$ cat src/rtl/speed_tracker_if.sv
// Update-command channel for speed_tracker: valid/ready plus instruction and torque.
// Latency: none, wires only.
// Backpressure: the master holds upd_valid and its payload until it sees upd_ready.
interface speed_tracker_if;
  logic       upd_valid;
  logic       upd_ready;
  logic [1:0] instruction;
  logic [2:0] torque;

  modport master (
    output upd_valid,
    output instruction,
    output torque,
    input  upd_ready
  );

  modport slave (
    input  upd_valid,
    input  instruction,
    input  torque,
    output upd_ready
  );
endinterface

$ cat src/rtl/speed_tracker.sv
// Two-wheel velocity tracker with saturating arithmetic and a BCD seven-segment readout.
// Latency: handshake to done is VEL_W+3 cycles, clear to done is VEL_W+2 cycles.
// Backpressure: upd_ready is high only in IDLE with clear low. Define SPEED_TRACKER_LZB_EN to blank zero tens digits.

// Active-low segment decoder {g,f,e,d,c,b,a}; code 12 and other non-digits are blank.
module seven_seg (
  input  logic [3:0] code,
  output logic [6:0] seg
);
  // Map each digit code to its segment pattern
  always_comb begin
    seg = 7'b1111111;
    case (code)
      4'd0: seg = 7'b1000000;
      4'd1: seg = 7'b1111001;
      4'd2: seg = 7'b0100100;
      4'd3: seg = 7'b0110000;
      4'd4: seg = 7'b0011001;
      4'd5: seg = 7'b0010010;
      4'd6: seg = 7'b0000010;
      4'd7: seg = 7'b1111000;
      4'd8: seg = 7'b0000000;
      4'd9: seg = 7'b0010000;
      default: seg = 7'b1111111;
    endcase
  end
endmodule

module speed_tracker #(
  parameter int VEL_W    = 7,
  parameter int VEL_MAX  = 99,
  parameter int ACC_STEP = 2
) (
  input  logic             clk,
  input  logic             reset_n,
  input  logic             enable,
  input  logic             clear,
  speed_tracker_if.slave   upd,
  output logic [VEL_W-1:0] vel_l,
  output logic [VEL_W-1:0] vel_r,
  output logic             done,
  output logic [6:0]       HEX4,
  output logic [6:0]       HEX5,
  output logic [6:0]       HEX6,
  output logic [6:0]       HEX7
);
  localparam int AW = VEL_W + 1;
  localparam logic [AW:0]      MAX_X = (AW+1)'(VEL_MAX);
  localparam logic [VEL_W-1:0] MAX_V = VEL_W'(VEL_MAX);
  localparam logic [2:0]       LAST  = 3'(VEL_W - 1);

  typedef enum logic [1:0] {IDLE, CALC, CONV, LOAD} state_t;

  state_t state, state_nx;

  logic [1:0]       ins_q;
  logic [2:0]       tq_q;
  logic [2:0]       cnt;
  logic [VEL_W-1:0] bin_l, bin_r;
  logic [7:0]       bcd_l, bcd_r;
  logic [7:0]       adj_l, adj_r;
  logic [3:0]       dig_lt, dig_lu, dig_rt, dig_ru;
  logic [3:0]       code_lt, code_lu, code_rt, code_ru;
  logic [2:0]       t_eff;
  logic [AW-1:0]    s, si;
  logic [VEL_W-1:0] nx_l, nx_r;
  logic             hs;

  // Saturate at VEL_MAX; the extra carry bit catches any overflow of the AW-bit sum.
  function automatic logic [VEL_W-1:0] sat_add(input logic [VEL_W-1:0] v, input logic [AW-1:0] d);
    logic [AW:0] sum;
    sum = (AW+1)'(v) + (AW+1)'(d);
    if (sum > MAX_X) return MAX_V;
    return sum[VEL_W-1:0];
  endfunction

  // Clamp at zero instead of wrapping.
  function automatic logic [VEL_W-1:0] sat_sub(input logic [VEL_W-1:0] v, input logic [AW-1:0] d);
    logic [AW-1:0] diff;
    if (d > AW'(v)) return '0;
    diff = AW'(v) - d;
    return diff[VEL_W-1:0];
  endfunction

  function automatic logic [3:0] adj3(input logic [3:0] n);
    return (n >= 4'd5) ? n + 4'd3 : n;
  endfunction

  assign upd.upd_ready = reset_n & (state == IDLE) & ~clear;
  assign hs            = upd.upd_valid & upd.upd_ready;

  // State register
  always_ff @(posedge clk or negedge reset_n) begin
    if (!reset_n) state <= IDLE;
    else          state <= state_nx;
  end

  // Next-state: clear beats a pending command; CONV runs one cycle per binary bit
  always_comb begin
    state_nx = state;
    case (state)
      IDLE: begin
        if (clear)   state_nx = CONV;
        else if (hs) state_nx = CALC;
      end
      CALC: state_nx = CONV;
      CONV: if (cnt == LAST) state_nx = LOAD;
      LOAD: state_nx = IDLE;
      default: state_nx = IDLE;
    endcase
  end

  // Step sizes and new wheel velocities from the latched command
  always_comb begin
    t_eff = (tq_q > 3'd4) ? 3'd0 : tq_q;
    s     = AW'(ACC_STEP * int'(t_eff));
    si    = (t_eff == 3'd0) ? '0 : AW'(ACC_STEP * (int'(t_eff) - 1));
    nx_l  = vel_l;
    nx_r  = vel_r;
    case (ins_q)
      2'b00: begin nx_l = sat_add(vel_l, s);  nx_r = sat_add(vel_r, s);  end
      2'b01: begin nx_l = sat_sub(vel_l, s);  nx_r = sat_sub(vel_r, s);  end
      2'b10: begin nx_l = sat_add(vel_l, si); nx_r = sat_add(vel_r, s);  end
      default: begin nx_l = sat_add(vel_l, s); nx_r = sat_add(vel_r, si); end
    endcase
    adj_l = {adj3(bcd_l[7:4]), adj3(bcd_l[3:0])};
    adj_r = {adj3(bcd_r[7:4]), adj3(bcd_r[3:0])};
  end

  // Datapath: command latch, velocity update, shift-add-3 conversion, digit load
  always_ff @(posedge clk or negedge reset_n) begin
    if (!reset_n) begin
      ins_q  <= '0;
      tq_q   <= '0;
      cnt    <= '0;
      vel_l  <= '0;
      vel_r  <= '0;
      bin_l  <= '0;
      bin_r  <= '0;
      bcd_l  <= '0;
      bcd_r  <= '0;
      dig_lt <= '0;
      dig_lu <= '0;
      dig_rt <= '0;
      dig_ru <= '0;
      done   <= 1'b0;
    end else begin
      done <= (state == LOAD);
      case (state)
        IDLE: begin
          if (clear) begin
            vel_l <= '0;
            vel_r <= '0;
            bin_l <= '0;
            bin_r <= '0;
            bcd_l <= '0;
            bcd_r <= '0;
            cnt   <= '0;
          end else if (hs) begin
            ins_q <= upd.instruction;
            tq_q  <= upd.torque;
          end
        end
        CALC: begin
          vel_l <= nx_l;
          vel_r <= nx_r;
          bin_l <= nx_l;
          bin_r <= nx_r;
          bcd_l <= '0;
          bcd_r <= '0;
          cnt   <= '0;
        end
        CONV: begin
          {bcd_l, bin_l} <= (8+VEL_W)'({adj_l, bin_l, 1'b0});
          {bcd_r, bin_r} <= (8+VEL_W)'({adj_r, bin_r, 1'b0});
          cnt <= cnt + 3'd1;
        end
        LOAD: begin
          dig_lt <= bcd_l[7:4];
          dig_lu <= bcd_l[3:0];
          dig_rt <= bcd_r[7:4];
          dig_ru <= bcd_r[3:0];
        end
        default: ;
      endcase
    end
  end

  // Segment codes: optional leading-zero blanking, then the enable blank override
  always_comb begin
    code_lt = dig_lt;
    code_lu = dig_lu;
    code_rt = dig_rt;
    code_ru = dig_ru;
`ifdef SPEED_TRACKER_LZB_EN
    if (dig_lt == 4'd0) code_lt = 4'd12;
    if (dig_rt == 4'd0) code_rt = 4'd12;
`else
`endif
    if (!enable) begin
      code_lt = 4'd12;
      code_lu = 4'd12;
      code_rt = 4'd12;
      code_ru = 4'd12;
    end
  end

  seven_seg u_hex4 (.code(code_rt), .seg(HEX4));
  seven_seg u_hex5 (.code(code_ru), .seg(HEX5));
  seven_seg u_hex6 (.code(code_lt), .seg(HEX6));
  seven_seg u_hex7 (.code(code_lu), .seg(HEX7));
endmodule

$ cat src/flat_wrapper.sv
// flat-port wrapper written by rule: the top's interface ports become plain ports
module speed_tracker_flat 
#(
  parameter int VEL_W    = 7,
  parameter int VEL_MAX  = 99,
  parameter int ACC_STEP = 2
)
  (clk, reset_n, enable, clear, vel_l, vel_r, done, HEX4, HEX5, HEX6, HEX7, upd_upd_valid, upd_instruction, upd_torque, upd_upd_ready);
  speed_tracker_if upd_i ();
  input  logic clk;
  input  logic reset_n;
  input  logic enable;
  input  logic clear;
  output logic [VEL_W-1:0] vel_l;
  output logic [VEL_W-1:0] vel_r;
  output logic done;
  output logic [6:0] HEX4;
  output logic [6:0] HEX5;
  output logic [6:0] HEX6;
  output logic [6:0] HEX7;
  input wire logic [$bits(upd_i.upd_valid)-1:0] upd_upd_valid;
  input wire logic [$bits(upd_i.instruction)-1:0] upd_instruction;
  input wire logic [$bits(upd_i.torque)-1:0] upd_torque;
  output wire logic [$bits(upd_i.upd_ready)-1:0] upd_upd_ready;
  assign upd_i.upd_valid = upd_upd_valid;
  assign upd_i.instruction = upd_instruction;
  assign upd_i.torque = upd_torque;
  assign upd_upd_ready = upd_i.upd_ready;
  speed_tracker #(.VEL_W(VEL_W), .VEL_MAX(VEL_MAX), .ACC_STEP(ACC_STEP)) u_core (.clk(clk), .reset_n(reset_n), .enable(enable), .clear(clear), .upd(upd_i), .vel_l(vel_l), .vel_r(vel_r), .done(done), .HEX4(HEX4), .HEX5(HEX5), .HEX6(HEX6), .HEX7(HEX7));
endmodule
$ cat config.mk
export PLATFORM = sky130hd
export DESIGN_NAME = speed_tracker_flat
export DESIGN_NICKNAME = d
export VERILOG_FILES = /design/src/rtl/speed_tracker_if.sv /design/src/rtl/speed_tracker.sv /design/src/flat_wrapper.sv
export SDC_FILE = /design/constraint.sdc
export NUM_CORES = 1
export LEC_CHECK = 0
export BUFFER_PORTS_ARGS = -buffer_cell sky130_fd_sc_hd__buf_2
export CAP_MARGIN = 10
export CELL_PAD_IN_SITES_DETAIL_PLACEMENT = 1
export CELL_PAD_IN_SITES_GLOBAL_PLACEMENT = 1
export CORE_MARGIN = 2
export CORE_UTILIZATION = 42
export DETAILED_ROUTE_END_ITERATION = 6
export GPL_TIMING_DRIVEN = 0
export PLACE_DENSITY = 0.75
export SLEW_MARGIN = 20
export SYNTH_ARGS = -nofsm -noshare
export SYNTH_HDL_FRONTEND = slang
export SYNTH_SLANG_ARGS = --single-unit
$ cat constraint.sdc
create_clock -name clk -period 3.3 [get_ports clk]
set_input_delay 0.33 -clock clk [delete_from_list [all_inputs] [get_ports clk]]
set_output_delay 0.33 -clock clk [all_outputs]
set_load 0.03 [all_outputs]
==> reports/metrics.yaml <==
outcome:
  status: "finished with violations"
  violations: "negative setup slack"
worst_setup_path:
  path_class: "register to register"
  r2r-start: "u_core.tq_q[0]"
  critPathMaxStageDelay_ns: 0.41
  crit_chain: "buf_4 -> or3_1 -> a21o_4 -> clkinvlp_4 -> ha_4 -> a211oi_4 -> a211oi_2 -> xnor2_1 -> nor3_2 -> or3b_1 -> a211o_1 -> a32o_1"
  crit_path_start_kind: "register"
  cp_num_buf_inv: 2
  worstPathRequired_ns: 3.53
  cp_top_family: "compound AO/OA/AOI/OAI gates"
  cp_max_fo: 6
  crit_arrival_ns: 3.61
  r2r_slack_ns: -0.08
  startpoint: "u_core.tq_q[0]"
  end_kind: "register"
  crit_slowest_cell: "dfrtp_1"
layout:
  areaGrowthSynthToFinish_pct: 20.2
  post-route-util_pct: 52.0
  diodes: 0
  drive_above_1_share_pct: 20.0
  fin_nets: 884
routing:
  via_per_inst: 5.87
  drt_wl_total_um: 19200
  detail_route.wl_per_cell_um: 19.5
  drtIter0Drc: 308
  final_antenna_net_count: 0
  firstDrtPassIters: 4
  drc: 0
  vias: 5783
clock_network:
  clk_pin_slew_ns: 0.06
  insertion_delay_ns: 0.35
  clockRootBuffer: "clkbuf_16"
  cts_made_buffers: 9
  cts_sinks: 71
  htreeDepth: 3
  tritoncts: "yes"
  cts.path.max_buffers: 2
worst_hold_path:
  hold_class: "input port to register"
  hp-start: "upd_instruction[0]"
floorplan:
  start_util_pct: 43.3
  die_x_um: 124
  boundaryPins: 54
  die_height_um: 124
  rows: 43
  die-area_sq_mm: 0.0153
  core_area_sq_mm: 0.0139
power_and_ir_drop:
  powerDensity_mw_per_mm2: 930
  p_leak_nw: 3.31
  peakVddDrop_uv: 480
synthesis:
  ys_async_sr_fraction_pct: 100
  synthFlopType: "dfrtp_1"
  synth-seq-cells: 71
  synth_area_sq_mm: 0.00603
  avgSynthCellArea_sq_um: 8.42
  seq_area_frac_synth_pct: 29.5
  synth_edf_count: 0
  synth.net_count: 799
  synth_cell_type_count: 74
  yosys_warnings: 0
  syn-instance-count: 716
grt:
  overflow: 0
  grt_pass1_vias: 5968
  grt_pass1_wl_um: 30400
  antenna_found_initial: 0
  grt_use_total_pct: 25.5
  grt_max_degree: 40
sta:
  rsz0062_at_grt: "true"
  period_needed_ns: 3.38
  timing.hold.ws_ns: 0.213
  period_share_pct: 103
  slew_viol_final: 0
  hold_viol_final: 0
  worst_slew_pin_slew_ns: 0.832
  setup_viol: 2
  max-slew-margin-rel_pct: 44.0
  skew_ns: 0.00695
  max_freq_mhz: 295
  setup_ws_ns: -0.0843
flow_run:
  drv_cap: 0
placed_design:
  gp_congestion: 0.835
  preCtsSetupSlack_ns: -0.613
  hpwl_um: 13900
  io_buffers: 52
==> cells in the final DEF (no fill, tap or decap), drive strengths merged, types with 8 or more instances in the layout <==
| master | synthesis | routed |
|---|---|---|
| nand2b | 15 | 15 |
| nor2 | 45 | 45 |
| dfrtp | 71 | 71 |
| buf | 2 | 75 |
| ha | 67 | 67 |
| nand2 | 85 | 85 |
| xor2 | 8 | 8 |
| nand3 | 11 | 11 |
| inv | 52 | 52 |
| mux2 | 19 | 19 |
| nor3 | 15 | 15 |
| a22oi | 9 | 9 |
| xnor2 | 10 | 10 |
| clkbuf | 30 | 42 |
| a22o | 9 | 9 |
| nor2b | 14 | 14 |
| a21oi | 49 | 49 |
| o21ai | 79 | 79 |
==> power breakdown <==
group / internal [mW] / switching (mW) / total [mW]
sequential: 1.07 / 0.244 / 1.32
combinational: 1.70 / 2.71 / 4.41
clock: 0.610 / 0.406 / 1.02
total: 3.38 / 3.36 / 6.74
==> final timing paths <==
| kind | to | cells past startpoint |
|---|---|---|
| max | u_core.vel_l[6] | 12 |
| min | u_core.ins_q[0] | 2 |
| max reg2reg | u_core.vel_l[6] | 12 |
| min reg2reg | u_core.bin_r[0] | 2 |
| max in group asynchronous | u_core.dig_rt[0] | 3 |
| min in group asynchronous | u_core.vel_r[6] | 2 |
==> routing by layer <==
layer / GRT usage [%] / vias up / routed length [um]
met2: 43.8 / 121 / 9330
met4: 6.96 / 0 / 310
met3: 3.16 / 28 / 725
met1: 33.8 / 2922 / 8870
li1: - / 2712 / -
met5: 0 / - / 0
==> synth_stat cells (4+ instances only) <==
| cell | number | share of area [%] |
|---|---|---|
| nor2_1 | 45 | 2.8 |
| a22o_1 | 9 | 1.3 |
| nand2b_1 | 15 | 1.6 |
| a21oi_1 | 49 | 4.1 |
| and2_1 | 5 | 0.52 |
| o211ai_1 | 5 | 0.62 |
| nor2b_1 | 14 | 1.5 |
| or3_1 | 4 | 0.41 |
| o31ai_1 | 6 | 0.75 |
| nand2_1 | 85 | 5.3 |
| fa_1 | 6 | 2.0 |
| inv_1 | 52 | 3.2 |
| nor3_1 | 14 | 1.2 |
| ha_1 | 67 | 14 |
| nor3b_1 | 6 | 0.75 |
| xor2_1 | 8 | 1.2 |
| nand4_1 | 4 | 0.41 |
| clkbuf_8 | 4 | 0.91 |
| a221oi_1 | 4 | 0.58 |
| mux2_2 | 19 | 3.5 |
| mux2i_1 | 6 | 1.0 |
| nand3_1 | 11 | 0.91 |
| dfrtp_1 | 71 | 29 |
| a21o_1 | 6 | 0.75 |
| a211oi_1 | 5 | 0.62 |
| clkbuf_1 | 26 | 1.6 |
| xnor2_1 | 10 | 1.5 |
| a22oi_1 | 9 | 1.1 |
| o21ai_0 | 79 | 6.6 |
==> through the flow <==
step	area [sq um]	power (mW)	setup TNS, ns	cells
after floorplan	6040	3.93	0	716
after global placement	6530	4.87	-5.55	948
after detailed placement	6550	5.03	-8.31	949
after CTS	7030	6.34	-0.154	977
after global routing	7250	7.19	-0.703	986
final	7250	6.74	-0.137	986
==> sequential cells by signal, summed over array words and instances (netlist names), 3 cells and up <==
register	flops
u_core.bin_l	7
u_core.cnt	3
u_core.bin_r	7
u_core.bcd_r	8
u_core.dig_lu	4
u_core.dig_lt	4
u_core.vel_l	7
u_core.vel_r	7
u_core.bcd_l	8
u_core.dig_rt	4
u_core.dig_ru	4
u_core.tq_q	3
==> logic make-up (layout without fill, tap and decap cells) <==
kind of cell             Yosys count  count (layout)  share of synthesized area [%]
AND/OR/NAND/NOR                  225             225                           18.1
AO/OA/AOI/OAI                    219             219                           23.4
buffers and inverters             85             175                           6.00
adder cells (fa/ha/maj)           73              73                           15.9
flip-flops                        71              71                           29.5
multiplexers                      25              25                           4.54
XOR/XNOR                          18              18                           2.61
==> worst register-to-register path, delay by kind of cell (launching register included) <==
family	cells	cell delay, ns
AND/OR/NAND/NOR	3	1.01
flip-flops	1	0.41
buffers and inverters	2	0.30
AO/OA/AOI/OAI	5	1.16
XOR/XNOR	1	0.15
adder cells (fa/ha/maj)	1	0.24
==> cell type report <==
class | count | area [sq um]
inverter | 53 | 203
clock inverter | 4 | 53.8
tap | 180 | 225
multi-input combinational | 560 | 4140
buffer | 32 | 163
clock buffer | 12 | 246
timing repair buffer | 74 | 443
fill | 1657 | 6690
sequential | 71 | 1780
==> repair_timing <==
action                                  CTS  global route
setup buffers                            11             9
gates resized for setup                  20            30
hold buffers                              1             0
pin swaps                                 9             8
hold endpoints to repair                 23             0
endpoints found under the setup margin   28            26
(Power assumes the default switching activity.)
